===== config.mk =====
export PLATFORM = sky130hd
export DESIGN_NAME = rr_priority_encoder
export DESIGN_NICKNAME = d
export VERILOG_FILES = /design/src/rtl/rr_enc_pkg.sv /design/src/rtl/rr_priority_encoder_prio_scan.sv /design/src/rtl/rr_priority_encoder.sv
export SDC_FILE = /design/constraint.sdc
export NUM_CORES = 1
export LEC_CHECK = 0
export ABC_AREA = 1
export CORE_MARGIN = 2
export CORE_UTILIZATION = 30
export DETAILED_ROUTE_END_ITERATION = 10
export PLACE_DENSITY_LB_ADDON = 0.25
export REMOVE_ABC_BUFFERS = 1
export SLEW_MARGIN = 5
export SYNTH_ARGS = -nofsm -noshare
export SYNTH_HDL_FRONTEND = slang
export SYNTH_SLANG_ARGS = --single-unit

===== constraint.sdc =====
create_clock -name clk -period 0.9 [get_ports clk]
set_input_delay 0.18 -clock clk [delete_from_list [all_inputs] [get_ports clk]]
set_output_delay 0.18 -clock clk [all_outputs]
set_load 0.03 [all_outputs]

===== src/rtl/rr_enc_pkg.sv =====
// Shared constants and helpers for the round-robin priority encoder.
package rr_enc_pkg;

    localparam int MODE_FIXED = 0;
    localparam int MODE_RR    = 1;

    // Width of an index able to address n lines; at least one bit.
    function automatic int idx_width(input int n);
        return (n <= 2) ? 1 : $clog2(n);
    endfunction

endpackage


===== src/rtl/rr_priority_encoder_prio_scan.sv =====
// prio_scan: combinational highest-set-bit finder over an N-bit vector.
module prio_scan
    import rr_enc_pkg::*;
#(
    parameter int N = 16,
    parameter int W = idx_width(N)
) (
    input  logic [N-1:0] vec,
    output logic         found,
    output logic [W-1:0] idx
);

    // Ascending scan; the last set bit seen is the highest one.
    always_comb begin
        found = 1'b0;
        idx   = '0;
        for (int i = 0; i < N; i++) begin
            if (vec[i]) begin
                found = 1'b1;
                idx   = W'(i);
            end
        end
    end

endmodule


===== src/rtl/rr_priority_encoder.sv =====
// rr_priority_encoder: registered N:log2(N) priority encoder with a
// one-deep valid/ready result register. MODE selects fixed priority
// (highest index wins) or round-robin.
// Optional one-hot grant output: define RR_PRIORITY_ENCODER_ONEHOT_EN.
module rr_priority_encoder
    import rr_enc_pkg::*;
#(
    parameter int N    = 16,
    parameter int W    = idx_width(N),
    parameter int MODE = MODE_FIXED
) (
    input  logic         clk,
    input  logic         rst,
    input  logic         enable,
    input  logic [N-1:0] req,
    input  logic         out_ready,
    output logic         out_valid,
    output logic [W-1:0] out
`ifdef RR_PRIORITY_ENCODER_ONEHOT_EN
    ,
    output logic [N-1:0] grant
`endif
);

    logic         any_req;
    logic [W-1:0] winner;
    logic         slot_open;
    logic         capture;

    assign slot_open = !out_valid || out_ready;
    assign capture   = slot_open && enable && any_req;

    if (MODE == MODE_RR) begin : g_rr
        logic [W-1:0] ptr;
        logic [N-1:0] cand;
        logic         cand_found;
        logic [W-1:0] cand_idx;
        logic [W-1:0] raw_idx;

        // Candidate set: requests at or below the pointer.
        always_comb begin
            cand = '0;
            for (int i = 0; i < N; i++) begin
                cand[i] = req[i] && (W'(i) <= ptr);
            end
        end

        prio_scan #(.N(N), .W(W)) u_cand (
            .vec   (cand),
            .found (cand_found),
            .idx   (cand_idx)
        );

        prio_scan #(.N(N), .W(W)) u_raw (
            .vec   (req),
            .found (any_req),
            .idx   (raw_idx)
        );

        // Empty candidate set wraps around to the highest raw request.
        assign winner = cand_found ? cand_idx : raw_idx;

        // Pointer moves just below the winner on every capture; winner 0 wraps to N-1.
        always_ff @(posedge clk) begin
            if (rst) begin
                ptr <= W'(N - 1);
            end else if (capture) begin
                ptr <= (winner == '0) ? W'(N - 1) : winner - W'(1);
            end
        end
    end else begin : g_fixed
        prio_scan #(.N(N), .W(W)) u_scan (
            .vec   (req),
            .found (any_req),
            .idx   (winner)
        );
    end

    // Result register: load on capture, drop valid when the open slot stays empty.
    always_ff @(posedge clk) begin
        if (rst) begin
            out_valid <= 1'b0;
            out       <= '0;
        end else if (slot_open) begin
            out_valid <= capture;
            if (capture) begin
                out <= winner;
            end
        end
    end

`ifdef RR_PRIORITY_ENCODER_ONEHOT_EN
    // One-hot mirror of out, zero whenever the result is not valid.
    always_ff @(posedge clk) begin
        if (rst) begin
            grant <= '0;
        end else if (slot_open) begin
            grant <= capture ? (N'(1) << winner) : '0;
        end
    end
`endif

endmodule


==> flow_summary.ini <==
[cts]
post_cts_hold_buffer_count = 0
tritoncts = yes
clock_tree.root_cell = clkbuf_4
clkSlewWorstSetupHoldPaths_ps = 50
clock_path_buffers = 2
clock_latency_of_the_later_clocked_register_in_the_worst_skew_pair_ps = 250
htree_levels = 1
cts_sinks = 5
cts-buffers-inserted = 3

[detailed_routing]
route.detailed.wl_per_inst_um = 11.08
post-route-drc-count = 0
antenna_left = 0
drt-pass1-iter-count = 4
vias = 600
vias_per_cell = 4.545
route.final.wire_length_um = 1462
detail_route.iter0.violations = 4

[die]
num_io_pins = 25
initial_core_util_pct = 33.77
die_width_um = 40.07
die-height_um = 40.07
core.rowCount = 12
coreArea_mm2 = 0.001156
design.die.area_mm2 = 0.001606

[grt]
grt_first_pass_wirelength_um = 2242
track_usage_pct = 21.66
antenna_found_initial = 0
first_global_vias = 578
grt_max_degree = 7
globalRouteOverflowTotal = 0

[layout]
instances_no_fill = 132
final_common_cell = buf_4
most-common-layout-cells = buf_4 (23), nand2_1 (15), buf_6 (11)
fill_cells = 82
syn_to_final_growth_pct = 138.5
final_nets = 139
final_layout_size_suffix_gt1_share_pct = 69.49
antenna_cells = 0

[sta]
finalWorstSetupSlack_ps = -190.7
rsz0062_at_grt = yes
setup_viol = 6
clock.fmax_mhz = 916.8
fin_tns_setup_ps = -652.6
timing.clock.skew_ps = 9.005
hold_viol = 0
worst_pin_slew_ps = 210.5
post-route-period-util_pct = 121.2
minimum_clock_period_after_layout_ps = 1091
worst_slew_margin_rel_pct = 85.86
slew_viols_final = 0

[status]
violations = negative setup slack
run_status = finished with violations

[worst_hold_path]
min_path_type = in -> reg

[synthesis]
synth_cell_types = 16
synthSimpleGateAreaFrac_pct = 42.31
synth.yosys.seq_area_share_pct = 25.64
dominant_combinational_cell_family_by_area_after_synthesis = simple AND/OR/NAND/NOR gates
yosys_warnings = 0
synth-seq-cells = 5
yosys.area_share.xor_xnor_pct = 0
area_fraction_in_compound_gates_after_synthesis_pct = 14.10
post_synth_inst_count = 65
post_synth_fa_ha_maj_area_fraction_pct = 0
post_synth.cell_area_avg_um2 = 6.006
post_synth_instance_area_um2 = 390.4
synthMuxAreaShare_pct = 0

[placement]
placement_setup_slack_ps = -666.3
placed_cells_incl_taps = 111
dp_hpwl_um = 758.1
place_congestion = 0.7069
io_buffer_count = 24

[setup_path]
critPathKind = reg -> reg
worst-endpoint-arrival_ps = 1270
critical_path.max_fanout = 6
nature_of_the_critical_path_endpoint = flip-flop
critical_path_source_type = flip-flop
required_ps = 1080

[job]
maxCapViolations = 0

[power]
peakVddDrop_mv = 0.7035
power.static_leakage_nw = 0.4859
powerDensity_mw_per_mm2 = 967.4
## where the power goes
group	internal (mW)	total (mW)	switching (mW)
registers	0.243	0.258	0.0147
clock network	0.168	0.272	0.103
logic	0.190	0.371	0.181
total	0.602	0.901	0.298
## area by class of cell
type                            count  area [um^2]  share of cell area [%]
Inverter                           18        77.57                   8.333
Clock buffer                        4        26.28                   2.823
Timing Repair Buffer               49        400.4                   43.01
Sequential cell                     5        105.1                   11.29
Tap cell                           14        17.52                   1.882
Multi-Input combinational cell     42        304.0                   32.66
## worst max-delay path, cell delays in order, from the launching register on
cell and delay, ps:
dfxtp_2 320, inv_2 50, nor2_2 30, inv_2 70, nand3_4 120, buf_4 160
a21oi_2 120, a21oi_2 40, nor2_1 90
## routing by layer
metal | up-vias | routed length [um] | global-route usage, % | share of wire (%)
li1 | 306 | - | - | -
met3 | 5 | 64 | 6.667 | 4.4
met1 | 273 | 586 | 21.00 | 40
met2 | 16 | 778 | 40.73 | 53
met5 | - | 0 | 0 | 0
met4 | 0 | 31 | 10.34 | 2.1
## flip-flops by register name, indices dropped and copies added, names as in the netlist
| signal | count |
|---|---|
| out | 4 |
| out_valid | 1 |
## worst paths after layout
| kind | from | end | slack (ps) | cells past startpoint |
|---|---|---|---|---|
| worst max-delay path | out_valid | out[1] | -190 | 8 |
| worst min-delay path | req[14] | out[0] | 230 | 4 |
| worst max register to register | out_valid | out[1] | -190 | 8 |
| worst min register to register | out[1] | out[1] | 510 | 2 |
## kinds of logic (layout without fill, tap and decap cells)
family                 Yosys count  in the layout
and+or+nand+nor                 33             33
AOI/OAI and AO/OA                9              9
DFF                              5              5
buffers and inverters           18             71
## Yosys cell counts
master / count / area [um^2]
a211oi_1: 1 / 7.510
a21oi_1: 4 / 20.02
a21oi_2: 1 / 8.760
dfxtp_1: 5 / 100.1
inv_1: 11 / 41.29
inv_2: 6 / 22.52
inv_4: 1 / 6.260
nand2_1: 18 / 67.56
nand3_1: 4 / 20.02
nand3_4: 1 / 17.52
nand4_2: 1 / 12.51
nor2_1: 6 / 22.52
nor2_2: 2 / 12.51
nor4_2: 1 / 12.51
o21ai_1: 2 / 10.01
o21ai_2: 1 / 8.760
## repair_timing
item,in CTS,in global routing
hold endpoints to repair,0,0
endpoints found under the setup margin,10,10
setup buffers,14,3
resized for setup,77,13
pin swaps,22,15
## metrics by stage
| step | hold slack (ps) | utilization, % | total power, mW | cell area [um^2] |
|---|---|---|---|---|
| finish | 230.5 | 80.52 | 0.9005 | 930.9 |
| global route | 258.5 | 80.52 | 0.9514 | 930.9 |
| CTS | 338.1 | 80.41 | 0.8762 | 929.6 |
| detailed placement | 480.4 | 60.17 | 0.5313 | 695.7 |
| global placement | 477.1 | 60.17 | 0.5269 | 695.7 |
| floorplan | 249.1 | - | 0.3790 | 390.4 |
Power figures use the tool's default switching activity.
